--- src/rtl/i2s_frame_sequencer_if.sv ---
// Bundle between the I2S frame sequencer and its register block / pins.
// master = register block and pin side, slave = the sequencer itself.
interface i2s_frame_sequencer_if #(
  parameter int DATA_W = 32,
  parameter int DIV_W  = 8
);
  logic              enable;
  logic [DIV_W-1:0]  cfg_div;
  logic [1:0]        cfg_wlen;
  // TX handshake: a word transfers on a pclk edge where tx_valid && tx_ready.
  // tx_data must be stable while tx_valid is high; tx_ready never depends on tx_valid.
  logic [DATA_W-1:0] tx_data;
  logic              tx_valid;
  logic              tx_ready;
  logic [DATA_W-1:0] rx_data;
  logic              rx_valid;
  logic              sck;
  logic              ws;
  logic              sd_out;
  logic              sd_in;
  logic              busy;
  logic              underrun;
  logic [1:0]        dbg_state;

  modport master (
    output enable, cfg_div, cfg_wlen, tx_data, tx_valid, sd_in,
    input  tx_ready, rx_data, rx_valid, sck, ws, sd_out, busy, underrun, dbg_state
  );

  modport slave (
    input  enable, cfg_div, cfg_wlen, tx_data, tx_valid, sd_in,
    output tx_ready, rx_data, rx_valid, sck, ws, sd_out, busy, underrun, dbg_state
  );
endinterface

--- src/rtl/i2s_frame_sequencer.sv ---
// Master-mode I2S engine: SCK/WS generation, TX serialiser and RX deserialiser.
// Build macro I2S_LOOPBACK_EN routes sd_out back into the RX path instead of the sd_in pin.
module i2s_frame_sequencer #(
  parameter int DATA_W = 32,
  parameter int DIV_W  = 8
) (
  input logic                  pclk,
  input logic                  preset,
  i2s_frame_sequencer_if.slave bus
);
  localparam int BIT_W = $clog2(DATA_W);

  typedef enum logic [1:0] {
    S_IDLE  = 2'd0,
    S_START = 2'd1,
    S_SHIFT = 2'd2,
    S_STOP  = 2'd3
  } state_t;

  state_t            r_state, w_state_nxt;
  logic [DIV_W-1:0]  r_div_cnt, r_cfg_div;
  logic [1:0]        r_cfg_wlen;
  logic              r_sck, r_ws, r_sd_out;
  logic [BIT_W-1:0]  r_bit, w_wlen_m1;
  logic [BIT_W:0]    w_rx_lsh;
  logic [DATA_W-1:0] r_hold, w_load, w_rx_full, r_rx_data;
  logic              r_hold_full;
  logic [DATA_W-2:0] r_tx_sh, r_rx_sh;
  logic              r_rx_pend, r_rx_valid, r_underrun;
  logic              w_tick, w_rise, w_fall;
  logic              w_start_done, w_slot_end, w_frame_end, w_stop, w_slot_start;
  logic              w_hs, w_sd;

`ifdef I2S_LOOPBACK_EN
  assign w_sd = r_sd_out;
`else
  assign w_sd = bus.sd_in;
`endif

  always_comb begin
    case (r_cfg_wlen)
      2'd0:    w_wlen_m1 = BIT_W'(15);
      2'd1:    w_wlen_m1 = BIT_W'(23);
      default: w_wlen_m1 = BIT_W'(DATA_W - 1);
    endcase
  end

  assign w_rx_lsh     = (BIT_W + 1)'(DATA_W - 1) - {1'b0, w_wlen_m1};
  assign w_tick       = (r_state != S_IDLE) && (r_div_cnt == r_cfg_div);
  assign w_rise       = w_tick && !r_sck;
  assign w_fall       = w_tick && r_sck;
  // START runs until its second fall; r_bit counts those falls down from 1.
  assign w_start_done = w_fall && (r_state == S_START) && (r_bit == '0);
  assign w_slot_end   = w_fall && (r_state == S_SHIFT) && (r_bit == '0);
  // ws already switched back to 0 during the right slot's LSB, so ws==0 here marks frame end.
  assign w_frame_end  = w_slot_end && !r_ws;
  assign w_stop       = w_frame_end && !bus.enable;
  assign w_slot_start = w_start_done || (w_slot_end && !w_stop);
  assign w_hs         = bus.tx_valid && !r_hold_full;
  assign w_load       = r_hold_full ? r_hold : '0;
  assign w_rx_full    = {r_rx_sh, w_sd};

  always_ff @(posedge pclk or posedge preset) begin
    if (preset) r_state <= S_IDLE;
    else        r_state <= w_state_nxt;
  end

  always_comb begin
    w_state_nxt = r_state;
    case (r_state)
      S_IDLE:  if (bus.enable)  w_state_nxt = S_START;
      S_START: if (w_start_done) w_state_nxt = S_SHIFT;
      S_SHIFT: if (w_stop)       w_state_nxt = S_STOP;
      S_STOP:  if (w_fall)       w_state_nxt = S_IDLE;
      default:                   w_state_nxt = S_IDLE;
    endcase
  end

  always_ff @(posedge pclk or posedge preset) begin
    if (preset) begin
      r_div_cnt  <= '0;
      r_sck      <= 1'b0;
      r_cfg_div  <= '0;
      r_cfg_wlen <= '0;
    end else if (r_state == S_IDLE) begin
      r_div_cnt <= '0;
      r_sck     <= 1'b0;
      if (bus.enable) begin
        r_cfg_div  <= bus.cfg_div;
        r_cfg_wlen <= bus.cfg_wlen;
      end
    end else if (w_tick) begin
      r_div_cnt <= '0;
      r_sck     <= !r_sck;
    end else begin
      r_div_cnt <= r_div_cnt + DIV_W'(1);
    end
  end

  always_ff @(posedge pclk or posedge preset) begin
    if (preset) begin
      r_bit      <= '0;
      r_ws       <= 1'b0;
      r_sd_out   <= 1'b0;
      r_tx_sh    <= '0;
      r_underrun <= 1'b0;
    end else begin
      r_underrun <= w_slot_start && !r_hold_full;
      if (r_state == S_IDLE) begin
        r_bit    <= BIT_W'(1);
        r_ws     <= 1'b0;
        r_sd_out <= 1'b0;
      end else if (w_slot_start) begin
        r_bit    <= w_wlen_m1;
        r_tx_sh  <= w_load[DATA_W-2:0];
        r_sd_out <= w_load[DATA_W-1];
      end else if (w_stop) begin
        r_sd_out <= 1'b0;
      end else if (w_fall && (r_state == S_START)) begin
        r_bit <= r_bit - BIT_W'(1);
      end else if (w_fall && (r_state == S_SHIFT)) begin
        r_bit    <= r_bit - BIT_W'(1);
        r_sd_out <= r_tx_sh[DATA_W-2];
        r_tx_sh  <= {r_tx_sh[DATA_W-3:0], 1'b0};
        if (r_bit == BIT_W'(1)) r_ws <= !r_ws;
      end
    end
  end

  // A handshake coinciding with a slot-start copy wins: the copy used the old content.
  always_ff @(posedge pclk or posedge preset) begin
    if (preset) begin
      r_hold      <= '0;
      r_hold_full <= 1'b0;
    end else if (w_hs) begin
      r_hold      <= bus.tx_data;
      r_hold_full <= 1'b1;
    end else if (w_slot_start) begin
      r_hold_full <= 1'b0;
    end
  end

  always_ff @(posedge pclk or posedge preset) begin
    if (preset) begin
      r_rx_sh    <= '0;
      r_rx_data  <= '0;
      r_rx_pend  <= 1'b0;
      r_rx_valid <= 1'b0;
    end else begin
      r_rx_valid <= r_rx_pend;
      r_rx_pend  <= w_rise && (r_state == S_SHIFT) && (r_bit == '0);
      if (w_rise && (r_state == S_SHIFT)) begin
        r_rx_sh <= w_rx_full[DATA_W-2:0];
        if (r_bit == '0) r_rx_data <= w_rx_full << w_rx_lsh;
      end
    end
  end

  assign bus.tx_ready  = !r_hold_full;
  assign bus.rx_data   = r_rx_data;
  assign bus.rx_valid  = r_rx_valid;
  assign bus.sck       = r_sck;
  assign bus.ws        = r_ws;
  assign bus.sd_out    = r_sd_out;
  assign bus.busy      = (r_state != S_IDLE);
  assign bus.underrun  = r_underrun;
  assign bus.dbg_state = r_state;
endmodule

--- src/flat_wrapper.sv ---
// flat-port wrapper written by rule: the top's interface ports become plain ports
module i2s_frame_sequencer_flat 
#(
  parameter int DATA_W = 32,
  parameter int DIV_W  = 8
)
  (pclk, preset, bus_enable, bus_cfg_div, bus_cfg_wlen, bus_tx_data, bus_tx_valid, bus_sd_in, bus_tx_ready, bus_rx_data, bus_rx_valid, bus_sck, bus_ws, bus_sd_out, bus_busy, bus_underrun, bus_dbg_state);
  i2s_frame_sequencer_if #(.DATA_W(DATA_W), .DIV_W(DIV_W)) bus_i ();
  input logic pclk;
  input logic preset;
  input wire logic [$bits(bus_i.enable)-1:0] bus_enable;
  input wire logic [$bits(bus_i.cfg_div)-1:0] bus_cfg_div;
  input wire logic [$bits(bus_i.cfg_wlen)-1:0] bus_cfg_wlen;
  input wire logic [$bits(bus_i.tx_data)-1:0] bus_tx_data;
  input wire logic [$bits(bus_i.tx_valid)-1:0] bus_tx_valid;
  input wire logic [$bits(bus_i.sd_in)-1:0] bus_sd_in;
  output wire logic [$bits(bus_i.tx_ready)-1:0] bus_tx_ready;
  output wire logic [$bits(bus_i.rx_data)-1:0] bus_rx_data;
  output wire logic [$bits(bus_i.rx_valid)-1:0] bus_rx_valid;
  output wire logic [$bits(bus_i.sck)-1:0] bus_sck;
  output wire logic [$bits(bus_i.ws)-1:0] bus_ws;
  output wire logic [$bits(bus_i.sd_out)-1:0] bus_sd_out;
  output wire logic [$bits(bus_i.busy)-1:0] bus_busy;
  output wire logic [$bits(bus_i.underrun)-1:0] bus_underrun;
  output wire logic [$bits(bus_i.dbg_state)-1:0] bus_dbg_state;
  assign bus_i.enable = bus_enable;
  assign bus_i.cfg_div = bus_cfg_div;
  assign bus_i.cfg_wlen = bus_cfg_wlen;
  assign bus_i.tx_data = bus_tx_data;
  assign bus_i.tx_valid = bus_tx_valid;
  assign bus_i.sd_in = bus_sd_in;
  assign bus_tx_ready = bus_i.tx_ready;
  assign bus_rx_data = bus_i.rx_data;
  assign bus_rx_valid = bus_i.rx_valid;
  assign bus_sck = bus_i.sck;
  assign bus_ws = bus_i.ws;
  assign bus_sd_out = bus_i.sd_out;
  assign bus_busy = bus_i.busy;
  assign bus_underrun = bus_i.underrun;
  assign bus_dbg_state = bus_i.dbg_state;
  i2s_frame_sequencer #(.DATA_W(DATA_W), .DIV_W(DIV_W)) u_core (.pclk(pclk), .preset(preset), .bus(bus_i));
endmodule
--- config.mk ---
export PLATFORM = sky130hd
export DESIGN_NAME = i2s_frame_sequencer_flat
export DESIGN_NICKNAME = d
export VERILOG_FILES = /design/src/rtl/i2s_frame_sequencer_if.sv /design/src/rtl/i2s_frame_sequencer.sv /design/src/flat_wrapper.sv
export SDC_FILE = /design/constraint.sdc
export NUM_CORES = 1
export LEC_CHECK = 0
export ABC_AREA = 1
export BUFFER_PORTS_ARGS = -buffer_cell sky130_fd_sc_hd__buf_2
export CAP_MARGIN = 20
export CELL_PAD_IN_SITES_DETAIL_PLACEMENT = 1
export CELL_PAD_IN_SITES_GLOBAL_PLACEMENT = 1
export CORE_MARGIN = 8
export CORE_UTILIZATION = 35
export CTS_BUF_LIST = sky130_fd_sc_hd__clkbuf_16
export DETAILED_ROUTE_END_ITERATION = 8
export GPL_ROUTABILITY_DRIVEN = 0
export PLACE_DENSITY = 0.7
export REMOVE_ABC_BUFFERS = 1
export SYNTH_ARGS = -nofsm -noshare
export SYNTH_HDL_FRONTEND = slang
export SYNTH_SLANG_ARGS = --single-unit
--- constraint.sdc ---
create_clock -name pclk -period 4.7 [get_ports pclk]
set_clock_uncertainty 0.05 [all_clocks]
set_input_delay 0.47 -clock pclk [delete_from_list [all_inputs] [get_ports pclk]]
set_output_delay 0.47 -clock pclk [all_outputs]
set_load 0.05 [all_outputs]
==> summary.txt <==
Initial Util: 35.6%
Root Driver: clkbuf_16
Comb pwr share: 22.6%
FF+latch area: 0.00395 mm²
# IOs: 88
DRT antenna net count: 0
Fmax: 322 MHz
Metal3 WL: 698 µm
Worst R2R Start: u_core.bus.dbg_state[0]
Buf+Inv Stages, Crit Path: 3
VDD IR max: 0.230 mV
Synthesis-stage register bit count: 158
Reg2reg end: u_core.r_tx_sh[9]
P&R area growth vs syn: 16.4%
Cell variety after synth: 40
Die width: 162 µm
Die ar.: 0.0262 mm²
Ys Warns: 0
Post-DP HPWL: 12300 µm
Worst path max stage delay: 0.61 ns
Worst hold path class: input port to asynchronous set/reset pin
Post-CTS Setup Bufs: 0
Setup WS pre-CTS: 1.55 ns
Sw Share: 32.2%
Via count: 5793
Worst-Margin Slew: 0.873 ns
Critical path, cell by cell: inv_1 > ha_1 > inv_1 > nand3_2 > nor2_4 > nand3_4 > o21ai_2 > nand2_2 > inv_2 > nand2_1 > nand2_1
Fin nets: 977
Clock power frac: 35.6%
WL per Instance: 15.2 µm
Gr usage total: 14.9%
Ant. Diodes: 0
Seq pwr share: 41.8%
Post-CTS sizing: 0
GR Overflow Total: 0
Core area: 0.0210 mm²
Layout cells sized above 1: 22.1%
NetSw: 1.30 mW
Clk buf depth: 2
Multi-input gate area: 0.00298 mm²
Worst Setup Path Type: flip-flop to flip-flop
Final hold vios: 0
Std-Cell Rows: 53
Vias in the first global route: 6372
H-tree lvl count: 4
DR WL met2: 9130 µm
Clock slew at reported path FFs: 0.06 ns
RSZ-0062 raised after global routing: no
CTS buffer count: 17
Critical-path top delay cell: inv_2
First-pass GRT wire length: 31900 µm
# fillers: 2566
Crit path DAT: 3.41 ns
Syn avg cell area: 8.79 µm²
Worst-skew pair later-pin latency: 0.42 ns
Tcrit/Tclk final: 66.1%
FF-to-FF path depth: 11
CTS tree: yes
Crit path time final: 3.11 ns
CTS sink count: 158
Routed vias/inst: 4.79
CP required: 5.01 ns
Cell count after synthesis: 849
DRC violations left: 0
First-pass iteration count of the detailed router: 4
Number of max-cap violations: 0
Die height: 162 µm
Pwr dens: 465 mW/mm²
Final WS setup: 1.59 ns
Post-synthesis sequential area ratio: 53.0%
Hold buffers post-CTS: 0
WL met1: 8400 µm
Endpoint class of the critical path: flip-flop
P_int: 2.74 mW
Static Leak: 4.37 nW
CP Max Fanout: 32
Top sig layer: met4
Startpoint types: flip-flop
Post-Syn Area: 0.00746 mm²
Normalized max-slew margin: 41.8%
Top Family by Delay on Critical Path: simple AND/OR/NAND/NOR gates
Port Buffers: 87
Pins Over Slew Limit: 0
Setup total negative slack: 0 ns
Status: finished, final reports clean
Initial antenna violation count: 0
Pin count of the biggest net entering global routing: 95
Flop2flop setup slack: 1.59 ns
Post-Route WL: 18400 µm
1st-iter DRT viols: 235
# setup viols final: 0
## placed cells by master, fill, tap and decap left out, types with 7 or more instances in the layout
cell       instances
inv_2             11
nand3_1           27
clkbuf_16         17
o31ai_2            8
buf_2             87
o22ai_1           19
nand3_2           16
nand2_1          310
nor2_1            38
inv_1             66
dfrtp_1          158
a21oi_1           26
ha_1               9
o21ai_0           50
buf_4              7
mux2_2            33
## synth_stat cells (all sizes together)
cell type | n | area [µm²]
a41oi | 1 | 8.76
or2 | 2 | 12.5
a21oi | 26 | 130
o22ai | 19 | 119
o211ai | 1 | 7.51
ha | 9 | 113
nor3 | 5 | 25.0
a31oi | 2 | 12.5
buf | 24 | 178
nand3 | 44 | 313
dfrtp | 158 | 3950
xor2 | 3 | 26.3
nor2 | 43 | 184
o21ai | 55 | 279
o21bai | 1 | 7.51
mux2 | 33 | 372
xnor2 | 1 | 8.76
clkinv | 1 | 3.75
nand2 | 315 | 1200
nand4 | 4 | 46.3
clkbuf | 18 | 67.6
a22oi | 2 | 15.0
o31ai | 8 | 100
inv | 74 | 278
## power groups by stage
stage | clock, mW | sequential (mW) | combinational, mW
floorplan | 0 | 1.72 | 0.622
global placement | 0 | 1.70 | 0.875
detailed placement | 0 | 1.72 | 0.925
CTS | 1.47 | 1.69 | 0.934
global route | 1.52 | 1.72 | 1.05
finish | 1.44 | 1.69 | 0.915
## per-layer routing
metal	track usage (%)	vias up
li1	-	2850
met1	18.5	2856
met2	25.3	73
met3	3.77	14
met4	4.12	0
met5	0	-
## worst register-to-register path: stages (launching register included)
cell and delay [ns]:
dfrtp_1 0.40, inv_1 0.10, ha_1 0.25, inv_1 0.34, nand3_2 0.20, nor2_4 0.21, nand3_4 0.14, o21ai_2 0.10
nand2_2 0.40, inv_2 0.62, nand2_1 0.15, nand2_1 0.09
## how the worst max path moves through the flow
stage / from / to / cells past startpoint
2_1_floorplan: preset / u_core.bus.dbg_state[0] / 1
3_3_place_gp: u_core.bus.dbg_state[0] / u_core.bus.rx_data[4] / 12
3_5_place_dp: u_core.bus.dbg_state[0] / u_core.r_tx_sh[9] / 11
4_1_cts: u_core.bus.dbg_state[1] / u_core.r_tx_sh[9] / 11
5_1_grt: u_core.bus.dbg_state[0] / u_core.bus.rx_data[1] / 12
6_report: u_core.bus.dbg_state[0] / u_core.r_tx_sh[9] / 11
## final cells by class
type	instances	share of cell area [%]
clock buffer	17	4.90
multi-input combinational	574	34.3
clock inverter	15	2.07
tap	275	3.96
inverter	75	3.30
timing repair buffer	95	5.94
sequential	158	45.5
## sequential cells by signal (all words and copies together) (netlist names)
name and cells:
u_core.bus.dbg_state 2, u_core.bus.rx_data 32, u_core.bus.rx_valid 1, u_core.bus.sck 1
u_core.bus.sd_out 1, u_core.bus.underrun 1, u_core.bus.ws 1, u_core.r_bit 5
u_core.r_cfg_div 8, u_core.r_cfg_wlen 2, u_core.r_div_cnt 8, u_core.r_hold 32
u_core.r_hold_full 1, u_core.r_rx_pend 1, u_core.r_rx_sh 31, u_core.r_tx_sh 31
## cells by family after synthesis
kind of cell               after synthesis  synth area share [%]
AOI/OAI and AO/OA                      115                  9.11
and+or+nand+nor                        413                  23.9
buffers and inverters                  117                  7.06
muxes                                   33                  4.98
adders and majority gates                9                  1.51
xor gates and xnor gates                 4                 0.470
DFF                                    158                  53.0
## stage by stage
stage | power [mW] | instance area (µm²) | std cells | utilization (%) | hold WS, ns
finish | 4.04 | 8680 | 1209 | 41.4 | 0.171
global route | 4.29 | 8680 | 1209 | 41.4 | 0.209
CTS | 4.10 | 8680 | 1209 | 41.4 | 0.212
detailed placement | 2.64 | 8080 | 1177 | 38.6 | 0.300
global placement | 2.58 | 8050 | 1176 | 38.4 | 0.285
floorplan | 2.34 | 7210 | 807 | - | 0.281
Power figures use the tool's default switching activity.
